## config.mk

```make
export PLATFORM = sky130hd
export DESIGN_NAME = ord_arbiter
export DESIGN_NICKNAME = d
export VERILOG_FILES = /design/src/rtl/ord_arbiter.sv
export SDC_FILE = /design/constraint.sdc
export NUM_CORES = 1
export LEC_CHECK = 0
export BUFFER_PORTS_ARGS = -buffer_cell sky130_fd_sc_hd__buf_2
export CORE_ASPECT_RATIO = 0.6
export CORE_MARGIN = 4
export CORE_UTILIZATION = 36
export CTS_CLUSTER_SIZE = 30
export DETAILED_ROUTE_END_ITERATION = 7
export PLACE_DENSITY = 0.64
export SYNTH_ARGS = -nofsm -noshare
export SYNTH_HDL_FRONTEND = slang
export SYNTH_SLANG_ARGS = --single-unit
export TNS_END_PERCENT = 100
```

## constraint.sdc

```tcl
create_clock -name Clk -period 1.8 [get_ports Clk]
set_clock_uncertainty 0.05 [all_clocks]
set_input_delay 0.09 -clock Clk [delete_from_list [all_inputs] [get_ports Clk]]
set_output_delay 0.09 -clock Clk [all_outputs]
set_load 0.005 [all_outputs]
```

## src/rtl/ord_arbiter.sv

```systemverilog
// Two-requester round-robin front end for a single job engine: grant, fetch/emit relay, watchdog abort.
// Fetch/emit/ack responses are one cycle after the request; an emit holds out_dat until the granted eack arrives.
module ord_arbiter #(
  parameter int W      = 8,
  parameter int WD_MAX = 255
) (
  input  logic         Clk,
  input  logic         Rst_n,
  input  logic [1:0]   req,
  input  logic [W-1:0] len0,
  input  logic [W-1:0] len1,
  input  logic [W-1:0] dat0,
  input  logic [W-1:0] dat1,
  input  logic [1:0]   fvalid,
  output logic [1:0]   fetch,
  output logic [1:0]   emit,
  input  logic [1:0]   eack,
  output logic [W-1:0] out_dat,
  output logic [1:0]   gnt,
  output logic [1:0]   done,
  output logic [1:0]   err,
  output logic         eng_start,
  output logic [W-1:0] eng_A,
  output logic [W-1:0] eng_B,
  input  logic         eng_ack,
  input  logic         eng_start2,
  output logic         eng_ack2,
  input  logic         eng_start3,
  input  logic [W-1:0] eng_R,
  output logic         eng_ack3
);

  localparam int WDW = (WD_MAX < 2) ? 1 : $clog2(WD_MAX + 1);

  typedef enum logic [2:0] {S_IDLE, S_START, S_RUN, S_DONE, S_ABORT} state_t;

  state_t         r_state;
  state_t         w_state_nxt;
  logic           r_g;
  logic           r_last;
  logic [1:0]     r_gnt;
  logic [1:0]     r_fetch;
  logic [1:0]     r_emit;
  logic           r_fout;
  logic           r_pe;
  logic           r_ack2;
  logic           r_ack3;
  logic [W-1:0]   r_eng_a;
  logic [W-1:0]   r_eng_b;
  logic [W-1:0]   r_out;
  logic [WDW-1:0] r_wd;

  logic           w_gi;
  logic [1:0]     w_onehot;
  logic           w_fv;
  logic           w_ea;
  logic           w_act;
  logic           w_wd_hit;
  logic           w_fbusy;

  // On a tie the requester that was not served last wins.
  assign w_gi     = (req == 2'b11) ? ~r_last : req[1];
  assign w_onehot = r_g ? 2'b10 : 2'b01;
  assign w_fv     = fvalid[r_g];
  assign w_ea     = eack[r_g];
  assign w_act    = eng_start2 | eng_start3 | w_fv | w_ea;
  assign w_wd_hit = !w_act && (r_wd == WDW'(WD_MAX - 1));
  // An emit may not start while a fetch is being requested or awaits its data.
  assign w_fbusy  = eng_start2 | r_fout;

  always_ff @(posedge Clk or negedge Rst_n) begin
    if (!Rst_n) r_state <= S_IDLE;
    else        r_state <= w_state_nxt;
  end

  always_comb begin
    w_state_nxt = r_state;
    case (r_state)
      S_IDLE:  if (|req) w_state_nxt = S_START;
      S_START: w_state_nxt = S_RUN;
      S_RUN: begin
        if (eng_ack)       w_state_nxt = S_DONE;
        else if (w_wd_hit) w_state_nxt = S_ABORT;
      end
      S_DONE:  w_state_nxt = S_IDLE;
      S_ABORT: w_state_nxt = S_IDLE;
      default: w_state_nxt = S_IDLE;
    endcase
  end

  always_ff @(posedge Clk or negedge Rst_n) begin
    if (!Rst_n) begin
      r_g     <= 1'b0;
      r_last  <= 1'b1;
      r_gnt   <= '0;
      r_fetch <= '0;
      r_emit  <= '0;
      r_fout  <= 1'b0;
      r_pe    <= 1'b0;
      r_ack2  <= 1'b0;
      r_ack3  <= 1'b0;
      r_eng_a <= '0;
      r_eng_b <= '0;
      r_out   <= '0;
      r_wd    <= '0;
    end else begin
      r_fetch <= '0;
      r_ack2  <= 1'b0;
      r_ack3  <= 1'b0;
      case (r_state)
        S_IDLE: begin
          r_wd <= '0;
          if (|req) begin
            r_g     <= w_gi;
            r_gnt   <= w_gi ? 2'b10 : 2'b01;
            r_eng_a <= w_gi ? len1 : len0;
          end
        end
        S_RUN: begin
          r_wd <= w_act ? '0 : r_wd + WDW'(1);
          if (eng_start2) begin
            r_fetch <= w_onehot;
            r_fout  <= 1'b1;
          end else if (r_fout && w_fv) begin
            r_fout  <= 1'b0;
            r_eng_b <= r_g ? dat1 : dat0;
            r_ack2  <= 1'b1;
          end
          if (eng_start3) begin
            r_out <= eng_R;
            if (w_fbusy) r_pe   <= 1'b1;
            else         r_emit <= w_onehot;
          end else if (r_pe && !w_fbusy) begin
            r_pe   <= 1'b0;
            r_emit <= w_onehot;
          end else if ((|r_emit) && w_ea) begin
            r_emit <= '0;
            r_ack3 <= 1'b1;
          end
        end
        S_DONE, S_ABORT: begin
          r_gnt  <= '0;
          r_last <= r_g;
          r_emit <= '0;
          r_fout <= 1'b0;
          r_pe   <= 1'b0;
          r_wd   <= '0;
        end
        default: r_wd <= '0;
      endcase
    end
  end

  assign gnt       = r_gnt;
  assign fetch     = r_fetch;
  assign emit      = r_emit;
  assign out_dat   = r_out;
  assign eng_A     = r_eng_a;
  assign eng_B     = r_eng_b;
  assign eng_ack2  = r_ack2;
  assign eng_ack3  = r_ack3;
  assign eng_start = (r_state == S_START);
  assign done      = (r_state == S_DONE)  ? w_onehot : 2'b00;
  assign err       = (r_state == S_ABORT) ? w_onehot : 2'b00;

endmodule

```

==> results of run 1 <==
==> per-stage QoR <==
step / util [%] / worst slack, ns
after global routing: 53.7 / -0.128
after global placement: 49.2 / -0.111
after detailed placement: 49.2 / -0.156
after floorplan: - / -0.101
final: 53.7 / -0.0553
after CTS: 53.4 / -0.0625
==> cells by family after synthesis <==
group	share of synthesized area [%]
AOI/OAI and AO/OA	8.18
xor gates and xnor gates	2.39
adders and majority gates	1.14
buffers and inverters	3.12
DFF	53.4
muxes	18.1
and+or+nand+nor	13.6
==> registers in the layout, indices dropped and copies added, names as in the netlist, 2 cells and up <==
| register | flops |
|---|---|
| r_state | 3 |
| emit | 2 |
| eng_B | 8 |
| gnt | 2 |
| out_dat | 8 |
| r_wd | 8 |
| fetch | 2 |
| eng_A | 8 |
==> worst min-delay path, delay by kind of cell <==
family	cells	cell delay [ns]
buffers and inverters	1	0.07
muxes	1	0.05
AOI/OAI and AO/OA	1	0.13
==> synth_stat cells (2+ instances only) <==
cell type / instances
dfrtp_1: 46
and2_1: 2
xor2_1: 3
inv_1: 4
buf_6: 2
ha_1: 2
nor2_1: 22
nand2b_1: 2
o21bai_1: 2
xnor2_1: 3
nand3_1: 6
nand2_1: 17
nor3_1: 4
o21ai_0: 15
clkbuf_1: 6
mux2_2: 27
a21oi_1: 4
mux2i_1: 8
==> path summary, 6_finish.rpt <==
check / start / endpoint / depth (start not counted)
setup / recovery: r_g / r_wd[7] / 4
hold / removal: len0[5] / eng_A[5] / 3
setup reg to reg: r_g / r_wd[7] / 4
hold reg to reg: r_wd[0] / r_wd[0] / 1
max in group asynchronous: Rst_n / r_last / 3
min in group asynchronous: Rst_n / r_wd[2] / 3
==> area by class of cell <==
| class | count | area, sq um | area share, % |
|---|---|---|---|
| sequential | 47 | 1180 | 38.1 |
| multi-input combinational | 137 | 968 | 31.3 |
| timing repair buffer | 115 | 696 | 22.5 |
| tap | 80 | 100 | 3.24 |
| clock buffer | 6 | 72.6 | 2.35 |
| clock inverter | 2 | 60.1 | 1.94 |
| inverter | 4 | 15.0 | 0.486 |
==> routing by layer <==
metal	vias up	GRT usage, %	part of all wire, %
li1	914	-	-
met1	867	20.3	50
met2	60	22.9	42
met3	5	5.02	7.9
met4	0	3.31	0.55
met5	-	0	0
==> power by group through the flow <==
stage / Sequential, mW / Combinational, mW / Clock (mW)
after floorplan: 1.70 / 0.926 / 0
after global placement: 1.68 / 1.68 / 0
after detailed placement: 1.69 / 1.71 / 0
after CTS: 1.68 / 1.75 / 0.922
after global routing: 1.73 / 1.97 / 0.963
final: 1.68 / 1.75 / 0.900
==> layout by cell type (no fill, tap or decap), types with 2 or more instances in the layout <==
| cell | n |
|---|---|
| nand3_1 | 6 |
| o21ai_0 | 15 |
| ha_1 | 2 |
| bufinv_16 | 2 |
| mux2_2 | 27 |
| buf_2 | 87 |
| dlygate4sd3_1 | 10 |
| xor2_1 | 3 |
| nor3_1 | 4 |
| o21bai_1 | 2 |
| buf_12 | 2 |
| mux2i_1 | 8 |
| nand2b_1 | 2 |
| nand2_1 | 17 |
| inv_1 | 4 |
| a21oi_1 | 4 |
| and2_1 | 2 |
| nor2_1 | 21 |
| dfrtp_1 | 46 |
| buf_4 | 16 |
| xnor2_1 | 3 |
| clkbuf_8 | 5 |
==> repair_timing <==
| item | CTS | global route |
|---|---|---|
| hold buffers | 10 | 0 |
| endpoints found under the hold margin | 56 | 0 |
| setup endpoints to repair | 8 | 21 |
| buffers inserted | 1 | 1 |
| pin swaps | 0 | 3 |
| gates resized for setup | 1 | 2 |
==> results.py, run 1 <==
metrics = {
    "route": {
        "wirelength_mm": 5.24,
        "wl_per_cell_um": 13.4,
        "drtAntennaViolNets": 0,
        "viasPerCell": 4.72,
        "vias": 1846,
        "remaining_drc_errors": 0,
        "dr.pass1.iters": 4,
        "drtIter0Drc": 49,
    },
    "worst_setup_path": {
        "r2r_slack_ns": -0.06,
        "cp.required_ns": 1.98,
        "path_max_fanout": 8,
        "cp.buffers_inverters": 0,
        "critPathTopFamily": "simple AND/OR/NAND/NOR gates",
        "critPathSlowestCell": "or4_4",
        "path_class": "flop to flop",
        "start_kind": "flop",
        "cp_data_arrival_time_ns": 2.04,
        "cp-end-kind": "flop",
        "max_stage_delay_ns": 0.49,
        "path_cells": "mux2_4 > or4_4 > or3_4 > nor2_1",
    },
    "min_path": {
        "hold_path.class": "input pin to flop",
    },
    "logic_synthesis": {
        "ys_seq_elements": 47,
        "ys_warn_count": 0,
        "yosysTopAreaCellShare_pct": 52.2,
        "syn_inst": 198,
        "synth.area.top_cells": "dfrtp_1, mux2_2, nor2_1, mux2i_1, o21ai_0",
        "synth_area_sq_um": 2200,
        "seq_area_frac_synth_pct": 53.4,
        "synth_top_area_cell": "dfrtp_1",
        "ys_types": 41,
        "ys_async_sr_fraction_pct": 100,
        "yosys_most_used_dff": "dfrtp_1",
        "synth_edf_count": 0,
        "synth_fp_nets": 251,
        "avgSynthCellArea_sq_um": 11.1,
    },
    "placed_design": {
        "post-dp-hpwl_mm": 3.93,
        "port_buffers": 87,
        "dp.cells": 371,
        "placement.cell_area_sq_um": 2830,
        "gp_congestion": 0.825,
    },
    "cells_and_area": {
        "final_nets": 363,
        "fillers": 514,
        "layout.cells.non_filler": 391,
        "n_antenna_cell": 0,
        "area_growth_pct": 40.2,
        "drive_gt1_share_pct": 46.9,
        "fin_area_sq_um": 3090,
    },
    "floorplan": {
        "rows": 21,
        "die_x_um": 109,
        "num_io_pins": 88,
        "dieArea_sq_um": 7480,
        "start_util_pct": 38.3,
        "die_h_um": 68.6,
        "coreArea_sq_um": 5750,
    },
    "clocking": {
        "cts_tree": "yes",
        "clkLatencyLatePin_ns": 0.30,
        "ctsRootBufferMaster": "clkbuf_8",
        "clock_sinks": 47,
        "numCtsBuffers": 5,
        "htree_levels": 2,
        "clockBufferDepth": 2,
        "clkTransAtPathRegs_ns": 0.08,
    },
    "sta": {
        "rsz0062_at_grt": "true",
        "setup_ws_ns": -0.0553,
        "setup_viol": 8,
        "tightest_slew_ns": 0.487,
        "period_needed_ns": 1.86,
        "fmax_ghz": 0.539,
        "maxSlewViolCount": 0,
        "relSlewSlack_pct": 67.3,
        "fin_crit_sh_pct": 103,
        "holdWs_ns": 0.0308,
        "hold_viol": 0,
        "setup_tns_ns": -0.350,
    },
    "global_routing": {
        "grt_pass1_vias": 1898,
        "grt_use_total_pct": 14.8,
        "overflow": 0,
        "grt_pass1_wl_mm": 8.68,
        "grt_max_degree": 48,
        "antenna_found_initial": 0,
    },
    "power": {
        "p_int_mw": 2.96,
        "netSwitchingFraction_pct": 31.7,
        "p_leak_nw": 1.54,
        "power_switching_mw": 1.38,
        "combPwrFrac_pct": 40.4,
        "ir_drop_v": 0.000527,
        "power_frac_clock_pct": 20.8,
        "power_density_nw_per_um2": 1400,
        "seqPwrFrac_pct": 38.8,
        "power_mw": 4.33,
    },
    "status": {
        "outcome": "finished with violations",
        "violations": "setup timing",
    },
    "run": {
        "cap_violations": 0,
    },
}
No activity file was read; power rests on OpenSTA's default activity.
==> run 2: changes to the inputs <==
- ABC_AREA: default -> 1
- CORE_ASPECT_RATIO: 0.6 -> 0.7
- PLACE_DENSITY: 0.64 -> 0.63
==> run 2 against run 1 <==
Against the previous run: the flow now finishes without violations; critical path depth is 3 higher; die area rose by 1.6%; cell count grew 18%; sequential share of layout area increased by 1.3 points; global-route usage grew 0.53 points; utilization down 3.1 points; critical endpoint is now eng_A[3]; first-iteration DRC count grew 150%; via count increased by 13%.
==> results.py, run 2 <==
metrics = {
    "global_routing": {
        "grt_max_degree": 48,
        "grt_use_total_pct": 15.4,
        "grt_pass1_vias": 1982,
        "antenna_found_initial": 0,
        "overflow": 0,
        "grt_pass1_wl_mm": 9.01,
    },
    "logic_synthesis": {
        "ys_types": 31,
        "synthAdderAreaFrac_pct": 1.11,
        "synth_xor_area_share_pct": 1.95,
        "yosys_most_used_dff": "dfrtp_1",
        "syn_inst": 280,
        "yosysTopAreaCellShare_pct": 51.2,
        "synth.area.top_cells": "dfrtp_1, nand2_1, nor2_1, o21ai_0, inv_1",
        "synth_area_sq_um": 2250,
        "synth_common_cells": "nand2_1, dfrtp_1, nor2_1, o21ai_0, inv_1",
        "synth_top_family_by_area": "simple AND/OR/NAND/NOR gates",
        "synthMuxAreaShare_pct": 0,
        "synth_compound_area_share_pct": 9.29,
        "ys_warn_count": 0,
        "synthSimpleGateAreaFrac_pct": 29.8,
        "synth_fp_nets": 333,
        "ys_async_sr_fraction_pct": 100,
        "avgSynthCellArea_sq_um": 8.03,
        "synth_edf_count": 0,
        "synth.most_common_cell": "nand2_1",
        "seq_area_frac_synth_pct": 52.3,
        "ys_seq_elements": 47,
        "synth_top_area_cell": "dfrtp_1",
    },
    "floorplan": {
        "rows": 23,
        "num_io_pins": 88,
        "die_h_um": 74.1,
        "dieArea_sq_um": 7600,
        "start_util_pct": 38.1,
        "coreArea_sq_um": 5900,
        "die_x_um": 102,
    },
    "worst_setup_path": {
        "critPathSlowestCell": "dfrtp_1",
        "path_cells": "inv_1 > nand3_2 > inv_1 > nand2_4 > inv_2 > o21ai_0 > o21ai_0",
        "start_kind": "flop",
        "cp-end-kind": "flop",
        "cp.buffers_inverters": 3,
        "cp_data_arrival_time_ns": 1.68,
        "cp.required_ns": 1.97,
        "max_stage_delay_ns": 0.41,
        "critPathTopFamily": "buffers and inverters",
        "path_class": "flop to flop",
        "path_max_fanout": 10,
    },
    "sta": {
        "fmax_ghz": 0.660,
        "fin_crit_sh_pct": 84.2,
        "period_needed_ns": 1.52,
        "holdWs_ns": 0.00952,
        "setup_viol": 0,
        "hold_viol": 0,
        "relSlewSlack_pct": 60.3,
        "setup_tns_ns": 0,
        "maxSlewViolCount": 0,
        "rsz0062_at_grt": "false",
        "tightest_slew_ns": 0.595,
    },
    "route": {
        "vias": 2093,
        "dr.pass1.iters": 4,
        "wirelength_mm": 5.45,
        "remaining_drc_errors": 0,
        "drtIter0Drc": 121,
        "drtAntennaViolNets": 0,
        "viasPerCell": 4.54,
        "wl_per_cell_um": 11.8,
    },
    "clocking": {
        "post-cts-setup-buffers": 0,
        "ctsRootBufferMaster": "clkbuf_8",
        "numCtsBuffers": 5,
        "clkLatencyLatePin_ns": 0.30,
        "cts_tree": "yes",
        "htree_levels": 2,
        "clockBufferDepth": 2,
        "clock_sinks": 47,
        "clkTransAtPathRegs_ns": 0.08,
    },
    "min_path": {
        "hold_path.class": "input pin to flop",
    },
    "placed_design": {
        "placement.cell_area_sq_um": 2800,
        "gp_congestion": 0.858,
        "dp.cells": 444,
        "post-dp-hpwl_mm": 4.08,
        "port_buffers": 87,
    },
    "power": {
        "p_int_mw": 2.42,
        "seqPwrFrac_pct": 42.5,
        "netSwitchingFraction_pct": 38.7,
        "combPwrFrac_pct": 41.3,
        "p_leak_nw": 1.63,
        "power_density_nw_per_um2": 1320,
        "power_frac_clock_pct": 16.2,
        "ir_drop_v": 0.000577,
        "power_switching_mw": 1.52,
    },
    "status": {
        "outcome": "complete, no violations",
    },
    "cells_and_area": {
        "fin_area_sq_um": 2980,
        "drive_gt1_share_pct": 29.8,
        "area_growth_pct": 32.6,
        "n_antenna_cell": 0,
        "layout.cells.non_filler": 461,
        "final_nets": 439,
        "fillers": 590,
        "multi_input_area_sq_um": 947,
        "layout_commonest_cell": "nand2_1",
        "seq_area_sq_um": 1180,
        "final_cell_mix": "nand2_1, buf_2, dfrtp_1",
    },
    "run": {
        "cap_violations": 0,
    },
}
==> run 2: cell count changes after synthesis, moves of 4 or more <==
cell / delta
nand3_1: +4
inv_2: +4
nand2_1: +81
o21ai_0: +10
inv_1: +19
mux2_2: -27
mux2i_1: -8
clkbuf_1: -5
nor2_1: +13
==> run 2: final cells by class <==
class,instances,area share [%]
inverters,28,3.52
clock inverters,1,0.168
clock buffers,6,2.77
well taps,75,3.14
repair buffers,102,19.2
multi-input cells,202,31.7
flip-flops and latches,47,39.5
==> run 2: worst min-delay path, cell delays in order <==
cell     delay, ns
buf_2         0.08
nor2_1        0.04
o21ai_1       0.12
==> run 2: final timing paths <==
path                       startpoint    endpoint  slack [ns]  cells after the start
hold / removal                len1[1]    eng_A[1]        0.01                      3
max in group asynchronous       Rst_n    eng_B[5]        0.92                      3
setup / recovery           r_state[2]    eng_A[3]        0.28                      7
hold reg to reg            out_dat[3]  out_dat[3]        0.42                      2
min in group asynchronous       Rst_n  out_dat[3]        0.37                      3
setup reg to reg           r_state[2]    eng_A[3]        0.28                      7
==> run 2: through the flow <==
stage	setup WS [ns]	total power [mW]	util (%)
2_1_floorplan	0.466	2.63	-
3_3_place_gp	0.370	3.32	47.4
3_5_place_dp	0.281	3.33	47.4
4_1_cts	0.284	4.01	50.6
5_1_grt	0.113	4.32	50.6
6_report	0.285	3.94	50.6
==> run 2: repair_timing <==
item                                   in CTS  in global routing
resized for setup                           0                  0
hold buffers                               10                  0
endpoints found under the hold margin      55                  0
==> run 2: layer usage <==
| metal | part of all wire [%] | global-route usage, % | wire length (um) | vias to the layer above |
|---|---|---|---|---|
| met5 | 0 | 0 | 0 | - |
| met4 | 1.8 | 6.26 | 99 | 0 |
| met3 | 6.7 | 3.19 | 365 | 10 |
| met2 | 44 | 24.7 | 2370 | 71 |
| met1 | 48 | 20.4 | 2610 | 927 |
| li1 | - | - | - | 1085 |
==> run 2: kinds of logic after synthesis <==
group	count (synthesis)
adders and majority gates	2
AOI/OAI and AO/OA	38
and+or+nand+nor	157
buffers and inverters	31
xor gates and xnor gates	5
DFF	47
==> run 2: power groups by stage <==
stage                     Sequential [mW]  Combinational (mW)  Clock [mW]
after global routing                 1.72                1.89       0.708
after floorplan                      1.70               0.928           0
after detailed placement             1.69                1.64           0
after CTS                            1.68                1.66       0.668
final                                1.67                1.63       0.637
after global placement               1.69                1.63           0
==> run 3: changes to the inputs <==
- PLACE_DENSITY: 0.63 -> 0.61
- clock period: 1.8 -> 1.5 ns (I/O delays scaled with it)
==> run 3 against run 2 <==
Against the previous run: clock power up 15%; power grew 22%; combinational power up 27%; cell count increased by 1.3%; first-iteration DRC count decreased by 25%; critical path type is now flop to output port; critical endpoint is now eng_start.
==> results.py, run 3 (synthesis results as in run 2) <==
metrics = {
    "run": {
        "cap_violations": 0,
    },
    "route": {
        "wirelength_mm": 5.59,
        "vias": 2149,
        "wl_per_cell_um": 12.0,
        "viasPerCell": 4.60,
        "dr.pass1.iters": 4,
        "remaining_drc_errors": 0,
        "drtAntennaViolNets": 0,
        "drtIter0Drc": 91,
    },
    "floorplan": {
        "die_x_um": 102,
        "coreArea_sq_um": 5900,
        "die_h_um": 74.1,
        "num_io_pins": 88,
        "rows": 23,
        "dieArea_sq_um": 7600,
        "start_util_pct": 38.1,
    },
    "placed_design": {
        "gp_congestion": 0.814,
        "dp.cells": 447,
        "dp_slack_ns": 0.0314,
        "post-dp-hpwl_mm": 4.33,
        "port_buffers": 87,
        "placement.cell_area_sq_um": 2840,
    },
    "global_routing": {
        "grt_pass1_vias": 2011,
        "grt_max_degree": 31,
        "overflow": 0,
        "grt_use_total_pct": 15.3,
        "antenna_found_initial": 0,
        "grt_pass1_wl_mm": 9.17,
    },
    "min_path": {
        "hold_path.class": "input pin to flop",
        "hold_end": "eng_A[2]",
        "hold_path.startpoint": "len1[2]",
        "holdPathStages": 3,
    },
    "clocking": {
        "clkLatencyLatePin_ns": 0.29,
        "ctsRootBufferMaster": "clkbuf_8",
        "clockBufferDepth": 2,
        "clkTransAtPathRegs_ns": 0.08,
        "numCtsBuffers": 5,
        "htree_levels": 2,
        "cts_tree": "yes",
        "clock_sinks": 47,
    },
    "worst_setup_path": {
        "r2r-start": "r_state[1]",
        "path_class": "flop to output port",
        "cp.buffers_inverters": 1,
        "cp-end-kind": "output port",
        "start_kind": "flop",
        "max_stage_delay_ns": 0.46,
        "path_cells": "nor3_1 > buf_2",
        "critPathTopFamily": "flip-flops",
        "cp.required_ns": 1.37,
        "critPathSlowestCell": "dfrtp_2",
        "worstRegToRegCells": 8,
        "cp_data_arrival_time_ns": 1.27,
        "path_max_fanout": 5,
        "r2r_end": "emit[1]",
        "r2r_slack_ns": 0.14,
    },
    "sta": {
        "hold_viol": 0,
        "maxSlewViolCount": 0,
        "tightest_slew_ns": 0.429,
        "fmax_ghz": 0.718,
        "setup_tns_ns": 0,
        "fin_crit_sh_pct": 92.8,
        "period_needed_ns": 1.39,
        "setup_viol": 0,
        "holdWs_ns": 0.00283,
        "setup_ws_ns": 0.108,
        "relSlewSlack_pct": 71.4,
        "rsz0062_at_grt": "false",
    },
    "status": {
        "outcome": "complete, no violations",
    },
    "cells_and_area": {
        "layout_commonest_cell": "nand2_1",
        "final_cell_mix": "nand2_1, buf_2, dfrtp_1",
        "fin_area_sq_um": 3060,
        "n_antenna_cell": 0,
        "final_nets": 444,
        "final_util_pct": 51.9,
        "drive_gt1_share_pct": 32.7,
        "layout.cells.non_filler": 467,
        "area_growth_pct": 36.2,
    },
    "power": {
        "p_leak_nw": 1.64,
        "ir_drop_v": 0.000601,
        "power_density_nw_per_um2": 1570,
        "power_mw": 4.82,
    },
}
run 3: how the worst max path moves through the flow:
stage	startpoint	slack, ns	endpoint	depth (start not counted)
6_report	r_state[1]	0.11	eng_start	2
4_1_cts	r_state[2]	0.02	eng_A[6]	7
2_1_floorplan	r_state[2]	0.17	eng_B[0]	5
3_5_place_dp	r_state[2]	0.03	eng_A[4]	7
5_1_grt	r_state[1]	0.0006	emit[0]	8
3_3_place_gp	r_state[1]	0.1	eng_A[4]	7
run 3: area by class of cell:
cell class                 count  area (sq um)
inverter                      28           111
sequential                    47          1180
tap                           75          93.8
clock inverter                 1          5.00
clock buffer                   7          76.3
multi-input combinational    202           960
fill                         557          2840
timing repair buffer         107           638
run 3: repair_timing:
item | 4_1_cts | 5_1_grt
hold buffers | 11 | 0
endpoints found under the hold margin | 27 | 0
resized for setup | 0 | 11
endpoints found under the setup margin | 0 | 23
buffers inserted | 0 | 1
run 3: per-layer routing:
metal / routed length (um) / global-route usage (%) / up-vias
li1: - / - / 1099
met4: 89 / 4.66 / 0
met2: 2320 / 23.6 / 68
met3: 394 / 3.66 / 10
met5: 0 / 0 / -
met1: 2790 / 21.5 / 972
run 3: power by group:
part           switching [mW]  leakage [nW]  internal, mW
registers               0.284         0.591          1.74
logic                    1.19          1.01         0.885
clock network           0.402        0.0422         0.328
total                    1.87          1.64          2.95
run 3: worst register-to-register path: cells and delay by family (launching register included):
| kind | cells | cell delay, ns |
|---|---|---|
| and+or+nand+nor | 5 | 0.47 |
| DFF | 1 | 0.46 |
| buffers and inverters | 2 | 0.18 |
| AOI/OAI and AO/OA | 1 | 0.12 |
